===== config.mk =====
export PLATFORM = sky130hd
export DESIGN_NAME = muldiv_sequencer
export DESIGN_NICKNAME = d
export VERILOG_FILES = /design/src/rtl/muldiv_sequencer.sv
export SDC_FILE = /design/constraint.sdc
export NUM_CORES = 1
export LEC_CHECK = 0
export CORE_UTILIZATION = 41
export CTS_CLUSTER_DIAMETER = 50
export DETAILED_ROUTE_END_ITERATION = 10
export PLACE_DENSITY = 0.88
export SKIP_LAST_GASP = 1
export SYNTH_ARGS = -nofsm -noshare
export SYNTH_HDL_FRONTEND = slang
export SYNTH_SLANG_ARGS = --single-unit

===== constraint.sdc =====
create_clock -name clk -period 1.9 [get_ports clk]
set_input_delay 0.285 -clock clk [delete_from_list [all_inputs] [get_ports clk]]
set_output_delay 0.285 -clock clk [all_outputs]
set_load 0.02 [all_outputs]

===== src/rtl/muldiv_sequencer.sv =====
// Sequencer for the shared multi-cycle multiply/divide unit.
// Accepts a muldiv from execute, fires a one-cycle start pulse with latched
// operands, stalls execute until the unit answers, and commits HI/LO once the
// memory bus is free. A flushed operation is drained and its result dropped.
// A watchdog aborts any wait that exceeds TIMEOUT_CYCLES.
module muldiv_sequencer #(
  parameter int TIMEOUT_CYCLES = 64,
  parameter int CNT_W          = 7
) (
  input  logic        clk,
  input  logic        reset,
  input  logic        ex_valid,
  input  logic [3:0]  ex_op,
  input  logic [31:0] ex_src_a,
  input  logic [31:0] ex_src_b,
  input  logic        ex_flush,
  input  logic        is_busbusy,
  output logic        md_start,
  output logic        md_sign,
  output logic        md_is_div,
  output logic [31:0] md_a,
  output logic [31:0] md_b,
  input  logic        md_done,
  input  logic [63:0] md_result,
  output logic        ex_stall,
  output logic        hilo_we,
  output logic [31:0] hi_wdata,
  output logic [31:0] lo_wdata,
  output logic        md_busy,
  output logic        timeout_err
);

  localparam logic [2:0] IDLE   = 3'd0;
  localparam logic [2:0] ISSUE  = 3'd1;
  localparam logic [2:0] WAIT   = 3'd2;
  localparam logic [2:0] COMMIT = 3'd3;
  localparam logic [2:0] CANCEL = 3'd4;

  // Last counter value still allowed while waiting on the unit.
  localparam logic [CNT_W-1:0] CNT_LAST = CNT_W'(TIMEOUT_CYCLES - 1);

  logic [2:0]       state;
  logic [2:0]       state_nxt;
  logic [CNT_W-1:0] cnt;
  logic             op_onehot;
  logic             req;
  logic             accept;
  logic             capture;
  logic             timeout_hit;

  // Malformed opcodes (none or several bits set) are simply not requests.
  assign op_onehot = (ex_op != 4'd0) && ((ex_op & (ex_op - 4'd1)) == 4'd0);
  assign req       = ex_valid & ~ex_flush & op_onehot;

  assign md_start = (state == ISSUE);
  assign md_busy  = (state != IDLE);
  assign hilo_we  = (state == COMMIT) & ~is_busbusy & ~ex_flush;

  // Next-state, stall and per-cycle strobes of the controller.
  always_comb begin
    // NOTE: every output of this block gets a default first so no path leaves
    // a value unassigned, which would otherwise infer a latch.
    state_nxt   = state;
    ex_stall    = 1'b0;
    accept      = 1'b0;
    capture     = 1'b0;
    timeout_hit = 1'b0;
    case (state)
      IDLE: begin
        if (req) begin
          accept    = 1'b1;
          ex_stall  = 1'b1;
          state_nxt = ISSUE;
        end
      end
      ISSUE: begin
        ex_stall  = 1'b1;
        state_nxt = ex_flush ? CANCEL : WAIT;
      end
      WAIT: begin
        if (ex_flush) begin
          // A result arriving with the flush is already drained; otherwise
          // wait in CANCEL for the killed operation to finish.
          state_nxt = md_done ? IDLE : CANCEL;
        end else if (md_done) begin
          capture   = 1'b1;
          ex_stall  = 1'b1;
          state_nxt = COMMIT;
        end else if (cnt == CNT_LAST) begin
          timeout_hit = 1'b1;
          state_nxt   = IDLE;
        end else begin
          ex_stall = 1'b1;
        end
      end
      COMMIT: begin
        if (ex_flush) begin
          state_nxt = IDLE;
        end else if (is_busbusy) begin
          ex_stall = 1'b1;
        end else begin
          state_nxt = IDLE;
        end
      end
      CANCEL: begin
        // Only a new muldiv has to wait for the unit; everything else flows.
        ex_stall = ex_valid & (|ex_op);
        if (md_done) begin
          state_nxt = IDLE;
        end else if (cnt == CNT_LAST) begin
          timeout_hit = 1'b1;
          state_nxt   = IDLE;
        end
      end
      default: state_nxt = IDLE;
    endcase
  end

  // State register, watchdog counter and sticky timeout flag.
  always_ff @(posedge clk or negedge reset) begin
    if (!reset) begin
      state       <= IDLE;
      cnt         <= '0;
      timeout_err <= 1'b0;
    end else begin
      // NOTE: sequential state uses non-blocking assignments so every register
      // samples pre-edge values, independent of statement order.
      state <= state_nxt;
      if (accept) begin
        cnt <= '0;
      end else if ((state == WAIT) || (state == CANCEL)) begin
        cnt <= cnt + 1'b1;
      end
      if (timeout_hit) begin
        timeout_err <= 1'b1;
      end
    end
  end

  // Operand/attribute latch on accept and result capture from the unit.
  always_ff @(posedge clk or negedge reset) begin
    // NOTE: these datapath registers are reset only because downstream logic
    // observes them right after reset; wide data would otherwise stay unreset.
    if (!reset) begin
      md_a      <= '0;
      md_b      <= '0;
      md_sign   <= 1'b0;
      md_is_div <= 1'b0;
      hi_wdata  <= '0;
      lo_wdata  <= '0;
    end else begin
      if (accept) begin
        md_a      <= ex_src_a;
        md_b      <= ex_src_b;
        md_sign   <= ex_op[3] | ex_op[1];
        md_is_div <= ex_op[1] | ex_op[0];
      end
      if (capture) begin
        hi_wdata <= md_result[63:32];
        lo_wdata <= md_result[31:0];
      end
    end
  end

endmodule


==> flow_metrics.py, run 1 <==
metrics = {
    "place": {
        "detailedPlacementHpwl_um": 11100,
        "placed_area_um2": 8760,
        "port_buffers": 272,
        "post-place-cells": 820,
        "gp_congestion": 0.895,
    },
    "critical_path": {
        "crit_path_end_kind": "primary output",
        "start_kind": "input pin",
        "critical_path.reg2reg.startpoint": "state[1]",
        "rr_endpoint": "md_b[3]",
        "critical_path_required_ns": 1.62,
        "worst_path_largest_cell_delay_ns": 0.50,
        "crit_fanout": 4,
        "critPathSlowestCell": "or4_4",
        "worstRegToRegCells": 6,
        "critPathBufInv": 2,
        "critical_path.cell_chain": "dlygate4sd2_1 > or4_4 > a31oi_1 > o31a_1 > o32ai_2 > buf_4",
        "critical_path_arrival_ns": 1.75,
        "rrSetupSlack_ns": 0.17,
        "worst_path_dominant_cell_family": "simple AND/OR/NAND/NOR gates",
        "kind_of_critical_path": "input pin to primary output",
    },
    "synthesis": {
        "synth_async_sr_flop_share_pct": 100,
        "most_common_flop_cell_mapped_by_yosys": "dfrtp_1",
        "syn-mean-instance-area_um2": 15.7,
        "mappedNetlistArea_um2": 5620,
        "synth_cell_type_count": 33,
        "synth_cells": 359,
        "synth_fp_nets": 498,
        "post_synth_most_frequent_cells": "dfrtp_1, mux2_2, mux2_4, nor2_1, clkbuf_1",
        "seq_area_frac_synth_pct": 62.8,
        "synth-edff-count": 0,
        "synthDominantAreaCellType": "dfrtp_1",
        "post_synth_top_area_share_pct": 62.8,
        "synth_top_cells_by_area": "dfrtp_1, mux2_2, mux2_4",
        "post_synthesis_sequential_element_count": 141,
        "synthMostInstantiatedCell": "dfrtp_1",
        "yosys_warnings": 0,
    },
    "cells_and_area": {
        "final_cell_area_um2": 9290,
        "antenna_cells_inserted": 0,
        "area_delta_synth_final_pct": 65.2,
        "layout.nets": 803,
        "drive_above_1_share_pct": 30.0,
        "finalNonFillerCells": 850,
    },
    "grt": {
        "grt_first_pass_wirelength_um": 24200,
        "grt_antenna_before_repair": 0,
        "vias_in_the_first_global_route": 4704,
        "maximum_number_of_pins_on_one_net_before_global_route_repair": 65,
        "grt-ovfl-total": 0,
        "groute.usage.overall_pct": 22.5,
    },
    "run": {
        "drv.max_cap_violation_count": 0,
    },
    "drt": {
        "routed-via-count": 4131,
        "detailedRoute.firstIterationViolations": 138,
        "routedWlPerCell_um": 17.9,
        "drt_pass1_iterations": 4,
        "post-route-drc-count": 0,
        "routed_wl_um": 15200,
        "route.detailed.vias_per_inst": 4.86,
        "detail-route-antenna-nets": 0,
    },
    "timing": {
        "timing.final.crit_period_ns": 2.03,
        "relSlewSlack_pct": 61.0,
        "clock-skew-final_ns": 0.00700,
        "max_frequency_mhz": 492,
        "finalWorstSetupSlack_ns": -0.134,
        "grt_setup_unrepaired": "yes",
        "final-setup-viol-count": 1,
        "final_max_slew_viol_count": 0,
        "timing.final.crit_share_pct": 107,
        "finalHoldViolCount": 0,
        "max_slew.worst_pin.slew_ns": 0.586,
    },
    "power": {
        "max-vdd-ir-drop_mv": 0.703,
        "p_leak_nw": 4.17,
        "totalPowerFinal_mw": 12.6,
        "cellPowerDensity_nw_per_um2": 1360,
    },
    "hold_path": {
        "hold_path.startpoint": "ex_op[3]",
        "worst_hold_check_path_type": "input pin to register",
        "worst_hold_path.endpoint": "md_sign",
        "min_delay_path_depth": 3,
    },
    "cts": {
        "clk_transition_reported_paths_ns": 0.06,
        "cts_max_level": 4,
        "numCtsBuffers": 17,
        "cts-root-to-sink-buffers": 2,
        "tritoncts": "yes",
        "cts.root.buffer_cell": "clkbuf_16",
        "clock_sink_count": 141,
        "clk_latency_ns": 0.42,
    },
    "die": {
        "boundaryPins": 273,
        "chipWidth_um": 119,
        "die_h_um": 119,
        "total_die_area_um2": 14200,
        "floorplan.rows": 42,
        "core_area_um2": 13300,
        "floorplan.initialDensity_pct": 42.3,
    },
    "status": {
        "failed_checks": "negative setup slack",
        "status": "finished, violations left",
    },
}
-- logic make-up after synthesis --
| group | synth area share [%] |
|---|---|
| and+or+nand+nor | 4.25 |
| adders and majority gates | 0.223 |
| DFF | 62.8 |
| AOI/OAI and AO/OA | 2.16 |
| buffers and inverters | 1.89 |
| xor gates and xnor gates | 1.25 |
| muxes | 27.4 |
-- placed cells by master (no fill, tap or decap), drive strengths merged, types with 2 or more instances in the layout --
cell           synthesis  layout
a21oi                  2       2
buf                    8      33
nand4b                 3       3
nor4b                  2       2
clkinv                 0       4
nor3                   2       2
nor2b                  3       3
inv                    2       2
mux2                 128     128
a21boi                 2       2
nand2                  6       6
dfrtp                141     141
xnor2                  7       7
o32ai                  2       2
nor2                  18      18
clkbuf                 9      26
o21ai                  7       7
clkinvlp               0       3
nand3                  2       2
clkdlybuf4s50          0     263
nand2b                 2       2
-- repair_timing --
item	CTS	global route
hold buffers	1	0
setup endpoints to repair	11	45
resized for setup	15	14
endpoints found under the hold margin	54	0
pin swaps	0	1
setup buffers	0	0
-- worst register-to-register path, cell delays in order, from the launching register on --
cell,delay (ns)
dfrtp_1,0.39
buf_4,0.18
nor2_1,0.13
nand3_1,0.12
or2_4,0.27
buf_12,0.19
mux2_4,0.35
-- layer usage --
layer | wire length [um] | vias to the layer above | GRT usage, %
met5 | 0 | - | 0
met4 | 476 | 0 | 11.6
met3 | 1100 | 38 | 7.28
met2 | 8120 | 185 | 40.1
met1 | 5540 | 2042 | 23.6
li1 | - | 1866 | -
-- sequential cells by signal (all words and copies together) (netlist names) --
signal,cells
md_a,32
md_b,32
md_sign,1
state,3
md_is_div,1
hi_wdata,32
lo_wdata,32
cnt,7
timeout_err,1
-- cell type report --
cell class | count | area, um^2
tap | 176 | 220
fill | 865 | 4010
clock buffer | 22 | 474
sequential | 141 | 3530
inverter | 2 | 7.51
multi-input combinational | 199 | 2020
timing repair buffer | 303 | 3000
clock inverter | 7 | 42.5
-- worst max path at each step --
stage	startpoint	end	depth (start not counted)
after global routing	cnt[0]	ex_stall	6
final	ex_op[2]	ex_stall	6
after global placement	ex_op[1]	ex_stall	6
after floorplan	cnt[0]	ex_stall	5
after CTS	ex_op[3]	ex_stall	6
after detailed placement	ex_op[1]	ex_stall	6
-- power by group --
group | switching (mW) | total, mW | internal (mW) | leakage, nW
clock | 1.19 | 2.92 | 1.74 | 0.250
sequential | 0.554 | 4.58 | 4.03 | 1.78
combinational | 2.27 | 5.12 | 2.85 | 2.15
total | 4.01 | 12.6 | 8.61 | 4.17
-- per-stage QoR --
stage	setup TNS, ns	setup slack [ns]	hold WS, ns	util [%]
2_1_floorplan	0	0.120	-0.0106	-
3_3_place_gp	-28.73	-0.726	0.297	65.9
3_5_place_dp	-33.82	-0.775	0.301	65.9
4_1_cts	-0.249	-0.249	0.416	69.9
5_1_grt	-0.197	-0.197	0.374	69.8
6_report	-0.134	-0.134	0.349	69.8
(Power assumes the default switching activity.)
==> run 2: changes to the inputs <==
CORE_ASPECT_RATIO = 0.8   (was unset)
==> run 2 against run 1 <==
Against the previous run: non-clock buffer count up 7; utilization is 2.8 points higher; clock power grew 26%; via count increased by 0.90%; critical path depth unchanged; the flow still finishes with violations (negative setup slack); wire length fell by 1.4%; sequential power about the same; combinational power hardly changed; maximum frequency rose by 0.47%; count of clock-buffer cells in the layout is 4 higher; die area about the same; worst hold slack lost 0.076 ns.
==> flow_metrics.py, run 2 (synthesis gave the netlist of run 1 again) <==
metrics = {
    "status": {
        "status": "finished, violations left",
        "failed_checks": "negative setup slack",
    },
    "die": {
        "chipWidth_um": 133,
        "die_h_um": 107,
        "floorplan.rows": 37,
        "total_die_area_um2": 14200,
        "core_area_um2": 13100,
        "floorplan.initialDensity_pct": 42.9,
        "boundaryPins": 273,
    },
    "cts": {
        "clk_latency_ns": 0.41,
        "clk_transition_reported_paths_ns": 0.06,
        "numCtsBuffers": 17,
        "clock_sink_count": 141,
        "tritoncts": "yes",
        "cts-root-to-sink-buffers": 2,
        "cts.root.buffer_cell": "clkbuf_16",
        "cts_max_level": 4,
    },
    "critical_path": {
        "critPathBufInv": 1,
        "critical_path.reg2reg.startpoint": "state[0]",
        "critical_path.cell_chain": "ha_2 > nand4b_1 > nor2_1 > a21o_1 > o32ai_2 > buf_4",
        "crit_fanout": 3,
        "crit_path_end_kind": "primary output",
        "critical_path_required_ns": 1.62,
        "worst_setup_path_startpoint": "cnt[0]",
        "critPathSlowestCell": "dfrtp_1",
        "kind_of_critical_path": "register to primary output",
        "rrSetupSlack_ns": 0.11,
        "worst_path_dominant_cell_family": "compound AO/OA/AOI/OAI gates",
        "critical_path_arrival_ns": 1.74,
        "start_kind": "register",
        "worst_path_largest_cell_delay_ns": 0.39,
    },
    "grt": {
        "maximum_number_of_pins_on_one_net_before_global_route_repair": 58,
        "grt_antenna_before_repair": 0,
        "groute.usage.overall_pct": 22.2,
        "grt-ovfl-total": 0,
        "grt_first_pass_wirelength_um": 24000,
        "vias_in_the_first_global_route": 4647,
    },
    "power": {
        "p_leak_nw": 4.29,
        "cellPowerDensity_nw_per_um2": 1410,
        "totalPowerFinal_mw": 13.4,
        "max-vdd-ir-drop_mv": 0.886,
    },
    "timing": {
        "relSlewSlack_pct": 64.3,
        "finalHoldViolCount": 0,
        "max_slew.worst_pin.slew_ns": 0.531,
        "final_max_slew_viol_count": 0,
        "timing.final.crit_period_ns": 2.02,
        "max_frequency_mhz": 494,
        "clock-skew-final_ns": 0.00560,
        "timing.final.crit_share_pct": 107,
        "finalWorstSetupSlack_ns": -0.124,
        "final-setup-viol-count": 1,
        "grt_setup_unrepaired": "yes",
    },
    "drt": {
        "route.detailed.vias_per_inst": 4.86,
        "drt_pass1_iterations": 4,
        "routedWlPerCell_um": 17.5,
        "routed-via-count": 4168,
        "detailedRoute.firstIterationViolations": 111,
        "post-route-drc-count": 0,
        "detail-route-antenna-nets": 0,
        "routed_wl_um": 15000,
    },
    "cells_and_area": {
        "final_common_cell": "clkdlybuf4s50_1",
        "antenna_cells_inserted": 0,
        "drive_above_1_share_pct": 30.5,
        "mostFrequentLayoutCells": "clkdlybuf4s50_1, dfrtp_1, mux2_2, buf_4, mux2_4",
        "final_core_utilization_pct": 72.7,
        "layout.nets": 810,
        "area_delta_synth_final_pct": 69.4,
        "number_of_fill_cells": 848,
    },
    "hold_path": {
        "hold_path.startpoint": "ex_op[3]",
        "worst_hold_check_path_type": "input pin to register",
    },
    "place": {
        "port_buffers": 272,
        "gp_congestion": 0.876,
        "dpl_worst_slack_ns": -0.763,
        "detailedPlacementHpwl_um": 11200,
    },
    "run": {
        "drv.max_cap_violation_count": 0,
    },
}
==> run 2: cell types whose count changed in the layout (fill, tap and decap cells not counted), moves of 2 or more <==
cell	delta
clkinvlp_4	-3
clkbuf_8	+3
bufinv_16	+5
buf_12	+2
buf_4	+5
clkinv_2	-4
==> run 2: power breakdown <==
part,internal [mW],switching (mW),total [mW]
Clock,2.54,1.15,3.69
Sequential,4.03,0.560,4.59
Combinational,2.87,2.27,5.13
==> run 2: repair_timing <==
| action | CTS | global route |
|---|---|---|
| pin swaps | 0 | 1 |
| gates resized for setup | 17 | 9 |
| setup endpoints to repair | 67 | 3 |
| hold buffers | 1 | 0 |
| setup buffers | 0 | 2 |
| endpoints found under the hold margin | 52 | 0 |
==> run 2: through the flow <==
stage	instances	cell area, um^2	setup TNS [ns]	hold WS [ns]
finish	858	9520	-0.124	0.273
global route	858	9520	-0.182	0.300
CTS	856	9500	-0.216	0.427
detailed placement	824	8830	-36.50	0.295
global placement	824	8830	-27.69	0.284
floorplan	359	5620	0	-0.0106
==> run 2: cell type report <==
type                    count  area (um^2)  share of cell area, %
flip-flops and latches    141         3530                   37.1
repair buffers            310         3080                   32.3
well taps                 175          219                   2.30
clock inverters             5          150                   1.58
inverters                   2         7.51                 0.0788
multi-input cells         199         2020                   21.2
clock buffers              26          519                   5.45
==> run 2: worst register-to-register path, cell delays in order, from the launching register on <==
cell and delay [ns]:
dfrtp_1 0.43, nor2b_1 0.21, buf_4 0.14, nand3_1 0.10
or2_4 0.28, buf_12 0.19, mux2_4 0.33
==> run 2: path summary, 6_finish.rpt <==
kind | to | depth (start not counted)
min reg2reg | timeout_err | 1
max reg2reg | md_a[29] | 6
max in group asynchronous | state[2] | 3
max | ex_stall | 6
min | md_sign | 3
min in group asynchronous | md_a[13] | 2
==> run 2: layer usage <==
metal	track usage, %	routed length (um)	vias to the layer above	share of wire [%]
met5	0	0	-	0
met4	8.05	255	0	1.7
met3	9.55	1370	20	9.1
met2	38.6	7760	184	52
met1	24.3	5640	2070	38
li1	-	-	1894	-
